===== config.mk =====
export PLATFORM = sky130hd
export DESIGN_NAME = nibble_serial_adder
export DESIGN_NICKNAME = d
export VERILOG_FILES = /design/src/rtl/nsa_pkg.sv /design/src/rtl/ripple_carry_adder.sv /design/src/rtl/nibble_serial_adder.sv
export SDC_FILE = /design/constraint.sdc
export NUM_CORES = 1
export LEC_CHECK = 0
export BUFFER_PORTS_ARGS = -buffer_cell sky130_fd_sc_hd__clkbuf_2
export CAP_MARGIN = 40
export CORE_UTILIZATION = 30
export DETAILED_ROUTE_END_ITERATION = 12
export PLACE_DENSITY = 0.47
export SYNTH_ARGS = -nofsm -noshare
export SYNTH_HDL_FRONTEND = slang
export SYNTH_SLANG_ARGS = --single-unit

===== constraint.sdc =====
create_clock -name clk -period 3.3 [get_ports clk]
set_input_delay 0 -clock clk [delete_from_list [all_inputs] [get_ports clk]]
set_output_delay 0 -clock clk [all_outputs]
set_load 0.1 [all_outputs]

===== src/rtl/nsa_pkg.sv =====
// ---------------------------------------------------------------------------
// nsa_pkg
// Shared definitions for the nibble-serial adder: the sequencing FSM state
// encoding and the width of one adder slice.
// ---------------------------------------------------------------------------
package nsa_pkg;

  // Width of the time-shared adder slice
  localparam int NIBBLE_W = 4;

  // Sequencer states, 2-bit encoding
  typedef enum logic [1:0] {
    S_IDLE = 2'b00,
    S_RUN  = 2'b01,
    S_DONE = 2'b10
  } state_t;

endpackage : nsa_pkg


===== src/rtl/ripple_carry_adder.sv =====
// ---------------------------------------------------------------------------
// ripple_carry_adder
// Purely combinational 4-bit ripple-carry adder: {cout,sum} = a + b + cin.
// Ports:
//   a, b  in  4  operands
//   cin   in  1  carry-in
//   sum   out 4  nibble sum
//   cout  out 1  carry-out of bit 3
// ---------------------------------------------------------------------------
module ripple_carry_adder (
  input  logic [3:0] a,
  input  logic [3:0] b,
  input  logic       cin,
  output logic [3:0] sum,
  output logic       cout
);

  logic [4:0] w_carry;

  // Carry chain through four full-adder cells
  always_comb begin
    w_carry    = 5'b0_0000;
    sum        = 4'b0000;
    w_carry[0] = cin;
    for (int i = 0; i < 4; i++) begin
      sum[i]       = a[i] ^ b[i] ^ w_carry[i];
      w_carry[i+1] = (a[i] & b[i]) | (w_carry[i] & (a[i] ^ b[i]));
    end
    cout = w_carry[4];
  end

endmodule : ripple_carry_adder


===== src/rtl/nibble_serial_adder.sv =====
// ---------------------------------------------------------------------------
// nibble_serial_adder
// Multi-cycle WIDTH-bit adder that time-shares one 4-bit ripple_carry_adder,
// one nibble per clock, LSB nibble first, with the carry registered between
// cycles. Start/done handshake toward the requester.
// WIDTH must be a multiple of 4 and >= 4.
// Ports:
//   clk    in   1      rising-edge clock
//   rst_n  in   1      asynchronous active-low reset
//   start  in   1      request, sampled only in IDLE or DONE
//   a, b   in   WIDTH  operands, captured on an accepted start
//   cin    in   1      carry-in to nibble 0, captured on an accepted start
//   busy   out  1      high while nibbles are being processed
//   done   out  1      one-cycle pulse: sum/cout just updated
//   sum    out  WIDTH  result, holds the last completed value
//   cout   out  1      carry out of the MSB nibble, holds last value
// ---------------------------------------------------------------------------
module nibble_serial_adder
  import nsa_pkg::*;
#(
  parameter int WIDTH = 16
) (
  input  logic             clk,
  input  logic             rst_n,
  input  logic             start,
  input  logic [WIDTH-1:0] a,
  input  logic [WIDTH-1:0] b,
  input  logic             cin,
  output logic             busy,
  output logic             done,
  output logic [WIDTH-1:0] sum,
  output logic             cout
);

  localparam int NIB   = WIDTH / NIBBLE_W;
  // Counter keeps at least one bit so NIB=1 still elaborates
  localparam int CNT_W = (NIB > 1) ? $clog2(NIB) : 1;
  localparam logic [CNT_W-1:0] CNT_LAST = CNT_W'(NIB - 1);

  state_t             r_state;
  logic [WIDTH-1:0]   r_a_sh;
  logic [WIDTH-1:0]   r_b_sh;
  logic [WIDTH-1:0]   r_r_sh;
  logic               r_c_q;
  logic [CNT_W-1:0]   r_cnt;
  logic               r_busy;
  logic               r_done;
  logic [WIDTH-1:0]   r_sum;
  logic               r_cout;

  logic [NIBBLE_W-1:0] w_nib_sum;
  logic                w_nib_cout;
  logic [WIDTH-1:0]    w_r_next;

  ripple_carry_adder u_rca (
    .a    (r_a_sh[NIBBLE_W-1:0]),
    .b    (r_b_sh[NIBBLE_W-1:0]),
    .cin  (r_c_q),
    .sum  (w_nib_sum),
    .cout (w_nib_cout)
  );

  // Result shift register next value: new nibble enters at the MSB end.
  // Written as shift-then-overlay so WIDTH=4 needs no empty part-select.
  always_comb begin
    w_r_next = r_r_sh >> NIBBLE_W;
    w_r_next[WIDTH-1 -: NIBBLE_W] = w_nib_sum;
  end

  // Sequencer FSM with operand/result shift registers and registered outputs
  always_ff @(posedge clk or negedge rst_n) begin
    if (!rst_n) begin
      r_state <= S_IDLE;
      r_a_sh  <= '0;
      r_b_sh  <= '0;
      r_r_sh  <= '0;
      r_c_q   <= 1'b0;
      r_cnt   <= '0;
      r_busy  <= 1'b0;
      r_done  <= 1'b0;
      r_sum   <= '0;
      r_cout  <= 1'b0;
    end else begin
      case (r_state)
        // IDLE and DONE both accept a new request; from DONE this gives
        // back-to-back operation without an idle cycle.
        S_IDLE, S_DONE: begin
          r_done <= 1'b0;
          if (start) begin
            r_a_sh  <= a;
            r_b_sh  <= b;
            r_c_q   <= cin;
            r_cnt   <= '0;
            r_busy  <= 1'b1;
            r_state <= S_RUN;
          end else begin
            r_busy  <= 1'b0;
            r_state <= S_IDLE;
          end
        end
        S_RUN: begin
          r_a_sh <= r_a_sh >> NIBBLE_W;
          r_b_sh <= r_b_sh >> NIBBLE_W;
          r_r_sh <= w_r_next;
          r_c_q  <= w_nib_cout;
          if (r_cnt == CNT_LAST) begin
            // Last nibble: publish the full result straight from the
            // combinational next value rather than waiting a cycle.
            r_sum   <= w_r_next;
            r_cout  <= w_nib_cout;
            r_cnt   <= '0;
            r_busy  <= 1'b0;
            r_done  <= 1'b1;
            r_state <= S_DONE;
          end else begin
            r_cnt  <= r_cnt + CNT_W'(1);
            r_busy <= 1'b1;
            r_done <= 1'b0;
          end
        end
        default: begin
          r_busy  <= 1'b0;
          r_done  <= 1'b0;
          r_state <= S_IDLE;
        end
      endcase
    end
  end

  assign busy = r_busy;
  assign done = r_done;
  assign sum  = r_sum;
  assign cout = r_cout;

endmodule : nibble_serial_adder

==> out/summary.json <==
{
  "netlist_area": {"value": 3250, "unit": "sq um"},
  "ir_worst_vdd": {"value": 0.586, "unit": "mV"},
  "worstSkewPairLatency": {"value": 0.35, "unit": "ns"},
  "core_area": {"value": 10400, "unit": "sq um"},
  "routed_wl": {"value": 6740, "unit": "um"},
  "syn-num-nets": {"value": 315},
  "cpMostUsedCell": {"value": "fa_1"},
  "fmax": {"value": 0.452, "unit": "GHz"},
  "level_count_of_the_clock_h_tree": {"value": 3},
  "grt_start_max_net_pins": {"value": 35},
  "ys.warnings.count": {"value": 0},
  "crit-reg2reg-launch": {"value": "r_a_sh[0]$_DFFE_PN0P_"},
  "crit_path_max_incr_delay": {"value": 0.43, "unit": "ns"},
  "floorplan.die_area": {"value": 11300, "unit": "sq um"},
  "routed-wl-met3": {"value": 249, "unit": "um"},
  "io_pins": {"value": 55},
  "ys_types": {"value": 23},
  "areaGrowthSynthToFinish": {"value": 28.3, "unit": "%"},
  "status": {"value": "complete, no violations"},
  "final_core_utilization": {"value": 40.0, "unit": "%"},
  "layout.cells.most_common": {"value": "dfrtp_1"},
  "grt_util_all_layers": {"value": 13.2, "unit": "%"},
  "cp.arrival": {"value": 2.46, "unit": "ns"},
  "grt_first_pass_wirelength": {"value": 11500, "unit": "um"},
  "rows": {"value": 37},
  "hpwl": {"value": 4420, "unit": "um"},
  "place_ws": {"value": 1.11, "unit": "ns"},
  "timing.final.ws_setup": {"value": 1.09, "unit": "ns"},
  "fin_crit": {"value": 2.21, "unit": "ns"},
  "finalClockSkew": {"value": 0.00982, "unit": "ns"},
  "wl_met2": {"value": 3090, "unit": "um"},
  "gp_congestion": {"value": 0.670},
  "ys_async_sr_fraction": {"value": 100, "unit": "%"},
  "grt_setup_unrepaired": {"value": "false"},
  "cap_violations": {"value": 0},
  "path_max_fanout": {"value": 3},
  "cts_clk_pin_slew_worst_paths": {"value": 0.07, "unit": "ns"},
  "route.vias.total": {"value": 2281},
  "power_density": {"value": 1080, "unit": "nW/um^2"},
  "fin_tns_setup": {"value": 0, "unit": "ns"},
  "clkSinkCount": {"value": 68},
  "drt_iter0_markers": {"value": 85},
  "clk_path_buf_depth": {"value": 2},
  "max-slew-margin-rel": {"value": 47.3, "unit": "%"},
  "hold_viol_final": {"value": 0},
  "drt-vias-per-instance": {"value": 4.57},
  "regToRegSetupSlack": {"value": 1.09, "unit": "ns"},
  "cts_made_buffers": {"value": 9},
  "initial_antenna_violation_count": {"value": 0},
  "grt_pass1_vias": {"value": 2286},
  "nets": {"value": 399},
  "die_h": {"value": 106, "unit": "um"},
  "most-common-layout-cells": {"value": "dfrtp_1 (67), clkbuf_2 (53), dlygate4sd3_1 (34)"},
  "crit_start": {"value": "r_a_sh[0]$_DFFE_PN0P_"},
  "netlist_instances": {"value": 274},
  "overflow": {"value": 0},
  "timing.final.crit_share": {"value": 67.0, "unit": "%"},
  "synth.largest_area_cell": {"value": "dfrtp_1"},
  "synth_area_per_cell": {"value": 11.9, "unit": "sq um"},
  "wl_per_cell": {"value": 13.5, "unit": "um"},
  "drive_gt1_share": {"value": 28.4, "unit": "%"},
  "top_layer": {"value": "met4"},
  "number_of_cells_traversed_by_the_worst_register_to_register_path": {"value": 8},
  "drc": {"value": 0},
  "final.hold.worst_slack": {"value": 0.0349, "unit": "ns"},
  "ys_seq_area_share": {"value": 52.3, "unit": "%"},
  "postCtsSetupRepairBufs": {"value": 0},
  "met1_length": {"value": 3310, "unit": "um"},
  "floorplan.initialDensity": {"value": 31.2, "unit": "%"},
  "tritoncts_clock_tree": {"value": "done"},
  "timing.critical_path.required": {"value": 3.55, "unit": "ns"},
  "edff_count_synth": {"value": 0},
  "cts.root.buffer_cell": {"value": "clkbuf_8"},
  "cp-end-kind": {"value": "flop"},
  "hold_path_class": {"value": "primary input to async pin"},
  "p_leak": {"value": 0.00186, "unit": "uW"},
  "timing.rr.end": {"value": "r_r_sh[15]$_DFFE_PN0P_"},
  "critical_path_class": {"value": "flop to flop"},
  "tightestPinTransition": {"value": 0.791, "unit": "ns"},
  "n_antenna_cell": {"value": 0},
  "number_of_optimization_iterations_in_the_first_detailed_route_pass": {"value": 4},
  "place.port_buffers": {"value": 54},
  "path_cells": {"value": "fa_1, inv_1, fa_1, inv_1, fa_1, inv_1, fa_1, o21ai_0"},
  "ant_nets": {"value": 0},
  "crit_slowest_cell": {"value": "fa_1"},
  "synth.area.top_cells": {"value": "dfrtp_1 (52%), mux2i_1 (9.9%), mux2_2 (7.3%)"},
  "ys_dominant_reg_cell": {"value": "dfrtp_1"},
  "timing.final.setup_violations": {"value": 0},
  "dieWidth": {"value": 106, "unit": "um"},
  "number_of_synthesized_register_bits": {"value": 68},
  "top_cell_type_s_share_of_synthesized_area": {"value": 52.3, "unit": "%"},
  "drv_slew": {"value": 0},
  "worst_setup_path_start_kind": {"value": "flop"}
}
## report_power, final
| group | leakage, uW | switching [uW] | total (uW) | internal, uW |
|---|---|---|---|---|
| clock | 0.000109 | 329 | 752 | 422 |
| combinational | 0.000923 | 1410 | 2150 | 747 |
| sequential | 0.000825 | 344 | 1580 | 1240 |
| total | 0.00186 | 2080 | 4490 | 2410 |
## sequential cells by signal, indices dropped and copies added, names as in the netlist
register  cells
r_c_q         1
r_b_sh       16
done          1
r_a_sh       16
r_state       2
busy          1
r_cnt         2
cout          1
r_r_sh       12
sum          16
## repair_timing
item                      4_1_cts  5_1_grt
hold endpoints to repair      101        0
resized for setup               0        0
hold buffers                   34        0
## kinds of logic after synthesis
family                   Yosys count  synth area share (%)
AO/OA/AOI/OAI                     68                  12.6
flip-flops                        68                  52.3
multiplexers                      57                  19.0
AND/OR/NAND/NOR                   45                  7.97
buffers and inverters             31                  5.27
adder cells (fa/ha/maj)            5                  2.85
## worst max path at each step
stage,to,slack [ns],depth (start not counted)
2_1_floorplan,r_r_sh[15]$_DFFE_PN0P_,1.21,8
3_3_place_gp,r_r_sh[15]$_DFFE_PN0P_,1.13,8
3_5_place_dp,r_r_sh[15]$_DFFE_PN0P_,1.11,8
4_1_cts,r_r_sh[15]$_DFFE_PN0P_,1.08,8
5_1_grt,r_c_q$_DFFE_PN0P_,0.97,10
6_report,r_r_sh[15]$_DFFE_PN0P_,1.09,8
## cell usage after synthesis (2+ instances only)
master    instances
dfrtp_1          68
mux2i_1          32
a21oi_1          26
a211oi_1         25
nor2b_1          25
mux2_2           21
nand2_1          14
o21ai_0          14
buf_2            11
inv_1            10
buf_6             4
fa_1              4
mux2_4            4
buf_4             3
clkbuf_1          3
nor2_1            2
o22ai_1           2
## critical path, delay by kind of cell (launching register included)
family	cells	cell delay [ns]
AO/OA/AOI/OAI	1	0.17
adder cells (fa/ha/maj)	4	1.34
flip-flops	1	0.41
buffers and inverters	3	0.20
## layout make-up
cell class	count	area (sq um)
Sequential cell	68	1700
Fill cell	1062	6240
Tap cell	136	170
Clock buffer	9	124
Clock inverter	7	91.3
Timing Repair Buffer	94	668
Inverter	10	37.5
Multi-Input combinational cell	175	1380
## stage by stage
step           power, uW  instance area [sq um]  instances
2_1_floorplan       3360                   3250        274
3_3_place_gp        3710                   3600        448
3_5_place_dp        3760                   3620        449
4_1_cts             4560                   4170        499
5_1_grt             4810                   4170        499
6_report            4490                   4170        499
## layer usage
layer	track usage [%]	vias to the layer above
met1	17.4	1084
met3	3.68	7
met2	20.6	49
met5	0	-
li1	-	1141
met4	5.06	0
No activity file was read; power rests on OpenSTA's default activity.
